==> src/rtl/mem_access_unit.sv <==
// Memory stage access unit: word-aligned load/store bus master with
// misalignment detection, request timeout and MEM/WB passthroughs.
module mem_access_unit #(
    parameter int TIMEOUT_CYCLES = 255
) (
    input  logic        clk,
    input  logic        rst_n,
    input  logic [31:0] ExMe_out_alu_out,
    input  logic [31:0] ExMe_out_reg_2,
    input  logic        ExMe_out_mem_en,
    input  logic        ExMe_out_mem_wrt,
    input  logic        ExMe_out_reg_wrt_en,
    input  logic [1:0]  ExMe_out_result_sel,
    input  logic [31:0] ExMe_out_PC_next,
    input  logic [31:0] ExMe_out_LR,
    input  logic [1:0]  ExMe_out_FL,
    output logic        mem_req,
    output logic        mem_we,
    output logic [31:0] mem_addr,
    output logic [31:0] mem_wdata,
    input  logic        mem_gnt,
    input  logic        mem_rvalid,
    input  logic [31:0] mem_rdata,
    output logic        stall_mem,
    output logic [31:0] MeWb_in_mem_data,
    output logic [31:0] MeWb_in_alu_out,
    output logic        MeWb_in_reg_wrt_en,
    output logic [1:0]  MeWb_in_result_sel,
    output logic [31:0] MeWb_in_PC_next,
    output logic [31:0] MeWb_in_LR,
    output logic [1:0]  MeWb_in_FL,
    output logic        mem_err_misalign,
    output logic        mem_err_timeout
);

    typedef enum logic [1:0] {
        S_IDLE,
        S_REQ,
        S_WAIT,
        S_DONE
    } state_t;

    state_t      r_state;
    state_t      w_next;
    logic [31:0] r_addr;
    logic [31:0] r_wdata;
    logic [31:0] r_rbuf;
    logic        r_we;
    logic [15:0] r_cnt;

    logic        w_aligned;
    logic        w_busy;
    logic        w_timeout;
    logic [31:0] w_word_addr;

    assign w_aligned   = (ExMe_out_alu_out[1:0] == 2'b00);
    assign w_word_addr = {ExMe_out_alu_out[31:2], 2'b00};
    assign w_busy      = (r_state == S_REQ) || (r_state == S_WAIT);
    assign w_timeout   = w_busy && (r_cnt == 16'(TIMEOUT_CYCLES));

    assign MeWb_in_alu_out    = ExMe_out_alu_out;
    assign MeWb_in_reg_wrt_en = ExMe_out_reg_wrt_en;
    assign MeWb_in_result_sel = ExMe_out_result_sel;
    assign MeWb_in_PC_next    = ExMe_out_PC_next;
    assign MeWb_in_LR         = ExMe_out_LR;
    assign MeWb_in_FL         = ExMe_out_FL;

    assign mem_we    = r_we && (r_state == S_REQ);
    assign mem_wdata = r_wdata;

    always_comb begin
        w_next           = r_state;
        mem_req          = 1'b0;
        stall_mem        = 1'b0;
        mem_err_misalign = 1'b0;
        mem_err_timeout  = 1'b0;
        MeWb_in_mem_data = 32'h0;
        mem_addr         = r_addr;
        unique case (r_state)
            S_IDLE: begin
                if (ExMe_out_mem_en) begin
                    if (w_aligned) begin
                        stall_mem = 1'b1;
                        w_next    = S_REQ;
                    end else begin
                        mem_err_misalign = 1'b1;
                    end
                end
            end
            S_REQ: begin
                mem_req   = 1'b1;
                stall_mem = 1'b1;
                if (w_timeout) begin
                    mem_err_timeout = 1'b1;
                    w_next          = S_DONE;
                end else if (mem_gnt) begin
                    w_next = r_we ? S_DONE : S_WAIT;
                end
            end
            S_WAIT: begin
                stall_mem = 1'b1;
                if (w_timeout) begin
                    mem_err_timeout = 1'b1;
                    w_next          = S_DONE;
                end else if (mem_rvalid) begin
                    w_next = S_DONE;
                end
            end
            S_DONE: begin
                MeWb_in_mem_data = r_rbuf;
                mem_addr         = w_word_addr;
                w_next           = S_IDLE;
            end
            default: w_next = S_IDLE;
        endcase
    end

    always_ff @(posedge clk) begin
        if (!rst_n) begin
            r_state <= S_IDLE;
            r_addr  <= 32'h0;
            r_wdata <= 32'h0;
            r_we    <= 1'b0;
            r_cnt   <= 16'h0;
            r_rbuf  <= 32'h0;
        end else begin
            r_state <= w_next;
            if (r_state == S_IDLE && w_next == S_REQ) begin
                // Bus fields are frozen here so they stay stable through REQ.
                r_addr  <= w_word_addr;
                r_we    <= ExMe_out_mem_wrt;
                r_wdata <= ExMe_out_reg_2;
                r_cnt   <= 16'h0;
                r_rbuf  <= 32'h0;
            end else if (w_busy) begin
                r_cnt <= r_cnt + 16'h1;
                if (w_timeout) begin
                    r_rbuf <= 32'h0;
                end else if (r_state == S_WAIT && mem_rvalid) begin
                    r_rbuf <= mem_rdata;
                end
            end
        end
    end

endmodule

==> config.mk <==
export PLATFORM = sky130hd
export DESIGN_NAME = mem_access_unit
export DESIGN_NICKNAME = d
export VERILOG_FILES = /design/src/rtl/mem_access_unit.sv
export SDC_FILE = /design/constraint.sdc
export NUM_CORES = 1
export LEC_CHECK = 0
export ABC_AREA = 1
export CAP_MARGIN = 10
export CORE_AREA = 2 2 143 145
export DETAILED_ROUTE_END_ITERATION = 6
export DIE_AREA = 0 0 145 147
export DONT_BUFFER_PORTS = 1
export SKIP_CTS_REPAIR_TIMING = 1
export SLEW_MARGIN = 30
export SYNTH_ARGS = -nofsm -noshare
export SYNTH_HDL_FRONTEND = slang
export SYNTH_SLANG_ARGS = --single-unit
==> constraint.sdc <==
create_clock -name clk -period 2.5 [get_ports clk]
set_input_delay 0.5 -clock clk [delete_from_list [all_inputs] [get_ports clk]]
set_output_delay 0.5 -clock clk [all_outputs]
set_load 0.05 [all_outputs]
# --- Yosys cells after proc, flatten, opt, wreduce, memory -nomap -nowiden ---
# Cells that the tools add are included.
op_classes:
  addsub: 1
  mul: 0
  n_div: 0
  n_lt_le_gt_ge: 0
  eq_ne: 5
  shift: 0
  mux: 21
  n_bitwise: 1
  n_reduce_logical: 11
ops:
  columns: ["operator", "n"]
  rows:
  - ["2-to-1 mux 32 bit", 4]
  - ["adder 16 x 1 -> 16 bit, second input constant", 1]
  - ["== test 16 x 8 -> 1 bit, second input constant", 1]
  - ["2-to-1 mux 2 bit", 6]
  - ["2-to-1 mux 1 bit", 9]
  - ["one-hot mux 2 bit (4 select lines)", 1]
  - ["== test 2 x 1 -> 1 bit, second input constant", 2]
  - ["== test 2 bit, second input constant", 2]
  - ["logical AND 1 bit", 4]
  - ["zero test 2 bit", 2]
  - ["OR reduction 2 bit", 2]
  - ["one-hot mux 1 bit (2 select lines)", 1]
  - ["AND reduction 2 bit", 1]
  - ["nonzero test 2 bit", 1]
  - ["logical OR 1 bit", 1]
  - ["NOT 1 bit", 1]
totals:
  reg_bits: 113
  latch_bits: 0
  ram_bits: 0
  romBits: 0
  in_bits: 171
  output_inout_bits: 202
  mem_count: 0

# --- Logic depth before layout (Yosys ltp) ---
# Gate-level depths: netlist (run 1).
depth:
  depth_word: 8
  mapped_depth: 12

# --- Least setup slack after synthesis (run 1) ---
# No wires, ideal clock.
synth_path:
  path_kind: "flip-flop to output port"
  from: "register r_state[1]"
  to: "output port mem_addr[24]"
  t_arrival_ns: 2.021
  required_time_ns: 2.000
  slack_ns: -0.021
  stages_incl_launch_ff: 5
  n_path_buf: 2
  cell_sequence: "dfxtp_1 -> ha_1 -> clkbuf_1 -> clkbuf_1 -> o21ai_0"
synth_between:
  elab_chain_len: 2
synth_rtl:
  columns: ["element", "line", "text"]
  rows:
  - ["start: declaration", "43", "state_t r_state;"]
  - ["start signal: assignment", "127", "r_state <= w_next;"]
  - ["== test 2 bit", "79", "unique case (r_state)"]
  - ["2-to-1 mux 32 bit", "79", null]
  - ["end: declaration", "19", "output logic [31:0] mem_addr,"]
# Every way passes these cells.

# --- Final worst setup path (run 1) ---
layout_path:
  from: "register r_state[0]"
  to: "output port mem_err_timeout"
layout_between:
  elab_chain_len: 5
  elab_cells_between_ends: 7
  cone_classes: "2 x eq/ne; 2 x mux; 3 x reduce/logical"
layout_rtl:
  columns: ["element", "line", "text"]
  rows:
  - ["== test 2 x 1 -> 1 bit or == test 2 bit (tied branches)", "58", "assign w_busy = (r_state == S_REQ) || (r_state == S_WAIT);"]
  - ["logical OR 1 bit *", "58", null]
  - ["named net w_busy", "52", "logic w_busy;"]
  - ["logical AND 1 bit *", "59", "assign w_timeout = w_busy && (r_cnt == 16'(TIMEOUT_CYCLES));"]
  - ["2-to-1 mux 1 bit *", "93, 102", null]
  - ["2-to-1 mux 1 bit *", null, null]
  - ["end: declaration", "33", "output logic mem_err_timeout"]
# The timed path passes the listed nets; every way through them passes the cells marked *.

==> run metrics, run 1 <==
status complete, no violations; fin. max-slew vios 0; DR pass1 iterations 5; layout cells sized above 1 0.1292; peak supply drop 0.0004312 V; Reg clk slew, reported paths 60 ps; Crit. Startpoint r_state[0]; Hold Path Stages 2; P&R area growth vs syn 7.234%; Comb pwr share 0.112; Worst EP arrival 1830 ps; R2R Path Start r_state[0]; DP Wirelength 9.292 mm; number of global-route vias before repair about 4200; Synth Instances 840; final core utilization 0.3141; Psw between 1.5 and 2 mW; Seq/Total Area, Yosys 0.3892; Num CTS Buffers 17; Max FO, Critical Path 6; largest net degree at the start of global routing 94; Mapped Avg Cell Area 6.919 µm²; Fin. Hold Viols 0; remaining antenna violation count 0; min Tclk post-route 2328 ps; total core area 19840 µm²; IO buf count 0; worst slew pin tran about 540 ps; Die Wd between 100 and 150 µm; Power Density 848.1 nW/µm²; DR vias/cell roughly 4.4; CP endpoint kind output port; Overflow after GRT 0; initial DRC count 137; clk sinks 113; post-synth cell types 27; Period Utilization, post-route 0.9312; die area between 20000 and 25000 µm²; num ports 373; Initial Util 0.2929; Slew HR 0.6392; worst r2r dst r_cnt[11]; WS Path Type reg2out; first-pass GRT wire length between 20 and 25 mm; RSZ-0062 raised after global routing no; H-tree levels 4; worst endpoint required time 2000 ps; r2r setup slk 330 ps; endpoints failing setup 0; Max Cap Viol 0; Yosys warnings 0; internal cell power 3.690 mW; n_diodes 0; Worst Skew 9.078 ps; hold crit path type in2reg; Skew-Pair Late Insertion Delay 420 ps; Post-Syn Area 5812 µm²; switching share of power 0.3019; WL final 13.31 mm; R2R depth 11; Min Hold Slack 219.0 ps; Hold Path Origin rst_n; hold path endpoint r_addr[18]; crit path launch type flop; clk buf depth 2; drt wl/cell between 10 and 15 µm; Core Rows 52; Layout Nets about 940; TritonCTS clock tree yes; Yosys reg bits between 100 and 150; initial antenna violation count 1; clock group share of total power 0.485; Max Freq 429.6 MHz; Tot GR Track Use 0.1245; root buf cell clkbuf_16; Leak 2.688 nW; DR vias 4584; Die H 147 µm; Routability Congestion 0.7404; Flop pwr share 0.403; number of remaining DRC errors 0
==> logic make-up after synthesis <==
kind of cell	after synthesis	synth area share
compound gates	172	0.1550
xor+xnor	5	0.007535
fa+ha+maj	6	0.01292
buf+inv	232	0.2258
flops	113	0.3892
other cells	1	0.0006452
simple gates	311	0.2088
==> flip-flops by register name, indices dropped and copies added, names as in the netlist <==
signal and cells:
mem_wdata 32, r_addr 30, r_cnt 16, r_rbuf 32, r_state 2, r_we 1
==> per-layer routing <==
layer  track usage  up-vias  share of wire
met1        0.1381     1986           0.41
met4       0.07376        2          0.044
met5             0        -        0.00098
met2        0.1986      186           0.46
met3       0.05466       62          0.083
li1              -     2348              -
==> layout make-up <==
| type | count | area [µm²] |
|---|---|---|
| fillers | 2154 | 13610 |
| flip-flops and latches | 113 | 2265 |
| multi-input cells | 496 | 2261 |
| repair buffers | 48 | 426.7 |
| clock buffers | 17 | 425.4 |
| well taps | 270 | 337.8 |
| inverters | 85 | 319.1 |
| clock inverters | 15 | 197.7 |
==> stage by stage <==
stage / TNS, ps / setup WS (ps) / total power, mW / cells / instance area (µm²)
final: 0 / 172.0 / 5.286 / 1044 / 6232
after global routing: 0 / 18.01 / 5.527 / 1044 / 6232
after detailed placement: 0 / 299.3 / 2.770 / 1012 / 5600
after global placement: 0 / 393.3 / 2.761 / 1012 / 5600
after floorplan: -146.5 / -20.93 / 3.038 / 841 / 5816
after CTS: -48.41 / -48.41 / 5.384 / 1044 / 6223
==> critical path: stages (launching register included) <==
cell and delay, ps:
dfxtp_2 370, inv_1 100, ha_1 330, nand2_1 70, nor2_2 140, nand3_4 130
inv_2 120, buf_6 160
==> synth_stat cells <==
cell type	instances	area, µm²
o21ai_1	25	125.1
nand3_1	5	25.02
nand3b_1	1	7.510
o21ai_2	7	61.31
nor3_1	5	25.02
buf_4	105	788.3
nand3_4	1	17.52
nand4_1	1	6.260
nor2_1	127	476.7
ha_1	6	75.07
buf_6	5	56.30
or2_2	1	6.260
xor2_1	5	43.79
a21oi_1	42	210.2
a21oi_4	1	16.27
nand2_1	168	630.6
dfxtp_1	113	2262
inv_2	2	7.510
o21ai_0	96	480.5
buf_1	4	15.01
nor2_4	1	11.26
nor3b_1	1	7.510
inv_1	83	311.6
conb_1	1	3.750
buf_2	8	40.04
clkbuf_1	25	93.84
o21a_1	1	7.510
==> placed cells by master, fill, tap and decap left out, types with 5 or more instances in the layout <==
cell,synthesis,routed
nand2_1,168,166
nor2_1,127,126
dfxtp_1,113,111
inv_1,83,82
o21ai_0,96,66
o21ai_1,25,55
a21oi_1,42,42
buf_4,105,42
clkbuf_16,0,17
o21ai_2,7,7
nand3_1,5,5
nor3_1,5,5
xor2_1,5,5
ha_1,6,5
inv_6,0,5
buf_12,0,5
==> how the worst max path moves through the flow <==
stage                            to
floorplan              mem_addr[24]
CTS                 mem_err_timeout
global route        mem_err_timeout
global placement          r_cnt[11]
finish              mem_err_timeout
detailed placement        r_cnt[11]
==> power by group through the flow <==
stage               clock network (mW)  registers, mW  logic (mW)
floorplan                            0           2.16       0.882
global placement                     0           2.17       0.590
detailed placement                   0           2.17       0.597
CTS                               2.65           2.13       0.598
global route                      2.74           2.14       0.647
finish                            2.56           2.13       0.590
(Power assumes the default switching activity.)
==> run 2, diff against run 1 <==
--- a/config.mk
+++ b/config.mk
@@ -12,4 +12,5 @@
 export DIE_AREA = 0 0 145 147
 export DONT_BUFFER_PORTS = 1
+export RECOVER_POWER = 50
 export SKIP_CTS_REPAIR_TIMING = 1
 export SLEW_MARGIN = 30
==> constraint.sdc (replaced) <==
create_clock -name clk -period 2.5 [get_ports clk]
set_input_delay 0.5 -clock clk [delete_from_list [all_inputs] [get_ports clk]]
set_output_delay 0.5 -clock clk [all_outputs]
set_load 0.1 [all_outputs]
==> run metrics, run 2 (same netlist as run 1, synthesis figures left out) <==
commonest non-fill, non-tap cell in the layout nand2_1 (unchanged); Die H 147 µm (unchanged); Max Freq 417.4 MHz (was 429.6 MHz); hold path endpoint r_addr[15] (was r_addr[18]); H-tree levels 4 (unchanged); most frequent cells in the layout nand2_1, nor2_1, dfxtp_1, inv_1 (was nand2_1, nor2_1, dfxtp_1, inv_1, o21ai_0); initial DRC count 138 (was 137); Post-DP Area 6198 µm² (was 5600 µm²); Period Utilization, post-route 0.9582 (was 0.9312); worst r2r dst r_rbuf[0] (was r_cnt[11]); Overflow after GRT 0 (unchanged); total core area 19840 µm² (unchanged); DP Wirelength 9.891 mm (was 9.292 mm); Worst Skew 9.017 ps (was 9.078 ps); worst slew pin tran 1252 ps (was 540.4 ps); WL final 13.94 mm (was 13.31 mm); initial antenna violation count 0 (was 1); worst endpoint required time 2000 ps (about the same); Skew-Pair Late Insertion Delay 410 ps (was 420 ps); hold crit path type in2reg (unchanged); largest net degree at the start of global routing 66 (was 94); root buf cell clkbuf_16 (unchanged); Worst EP arrival 1900 ps (was 1830 ps); Tot GR Track Use 0.1300 (was 0.1245); Hold Path Stages 2 (unchanged); drt wl/cell 12.61 µm (was 12.74 µm); r2r setup slk 300 ps (was 330 ps); IO buf count 0 (unchanged); Die Wd 145 µm (unchanged); Slew HR 0.1651 (was 0.6392); Max Cap Viol 0 (unchanged); layout cells sized above 1 0.1880 (was 0.1292); n_diodes 0 (unchanged); RSZ-0062 raised after global routing no (unchanged); Core Rows 52 (unchanged); number of global-route vias before repair 4457 (was 4175); R2R Path Start r_state[0] (unchanged); min Tclk post-route 2396 ps (was 2328 ps); TritonCTS clock tree yes (unchanged); WS Path Type reg2out (unchanged); Seq. cell area 2263 µm² (was 2265 µm²); Initial Util 0.2929 (unchanged); crit path launch type flop (unchanged); num ports 373 (unchanged); TNS Setup 0 ps (unchanged); endpoints failing setup 0 (unchanged); Layout Nets 999 (was 938); die area 21320 µm² (unchanged); peak supply drop 0.0004242 V (was 0.0004312 V); fin. max-slew vios 0 (unchanged); DR vias/cell 4.353 (was 4.391); clk buf depth 2 (unchanged); number of remaining DRC errors 0 (unchanged); first-pass GRT wire length 22.25 mm (was 21.16 mm); Num CTS Buffers 17 (unchanged); multi-input logic area 2385 µm² (was 2261 µm²); DR vias 4810 (was 4584); final core utilization 0.3363 (was 0.3141); Hold Path Origin rst_n (unchanged); Leak 2.910 nW (was 2.688 nW); P&R area growth vs syn 14.83% (was 7.234%); CP endpoint kind output port (unchanged); design area 6674 µm² (was 6232 µm²); status complete, no violations (unchanged); R2R depth 11 (unchanged); Power Density 839.9 nW/µm² (was 848.1 nW/µm²); Reg clk slew, reported paths 60 ps (about the same); Filler Cell Count 2185 (was 2154); DR pass1 iterations 4 (was 5); clk sinks 113 (unchanged); remaining antenna violation count 0 (unchanged); Routability Congestion 0.7684 (was 0.7404); Max FO, Critical Path 46 (was 6); Fin. Hold Viols 0 (unchanged)
[run 2: cell count changes in the layout (fill, tap and decap cells not counted), sizes merged]
cell and delta:
clkinv +1, buf +25, clkinvlp +1, inv -1, clkbuf +36, bufinv -1
[run 2: routing by layer]
layer  vias to the layer above  global-route usage  wire, µm
met5                         -                   0         0
met2                       181              0.2155      6505
met3                        71             0.04627      1044
met1                      2079              0.1418      5686
met4                         0             0.08366       699
li1                       2479                   -         -
[run 2: cell type report]
cell class,instances,share of cell area
repair buffers,109,0.1147
clock buffers,17,0.06374
well taps,270,0.05062
clock inverters,15,0.02606
flip-flops and latches,113,0.3391
multi-input cells,496,0.3573
inverters,85,0.04837
[run 2: metrics by stage]
step                      instances  worst slack [ps]  power, mW  hold slack (ps)
after global placement         1072             311.7      3.235            452.6
final                          1105             104.5      5.605            226.2
after global routing           1105            0.8007      5.851            200.8
after detailed placement       1072             251.3      3.246            457.7
after CTS                      1104            -185.0      5.758            197.4
after floorplan                 841            -311.6      3.776            431.3
[run 2: how the worst max path moves through the flow]
stage / from / end / depth (start not counted)
after floorplan: r_state[1] / mem_addr[24] / 4
after global placement: r_state[0] / r_rbuf[9] / 10
after detailed placement: r_state[0] / r_rbuf[14] / 10
after CTS: r_state[0] / mem_err_timeout / 7
after global routing: r_state[1] / mem_addr[22] / 6
final: r_state[1] / mem_addr[26] / 6
[run 2: worst max-delay path, cell delays in order (launching register included)]
cell and delay (ps):
dfxtp_1 320, buf_4 140, ha_4 230, buf_12 260
nand2_1 110, o21ai_2 70, buf_4 300
[run 2: where the power goes]
group | switching (mW) | leakage [nW] | internal, mW | total, mW
clock network | 0.952 | 0.288 | 1.50 | 2.45
logic | 1.02 | 1.70 | 0.206 | 1.22
registers | 0.0292 | 0.921 | 1.90 | 1.93
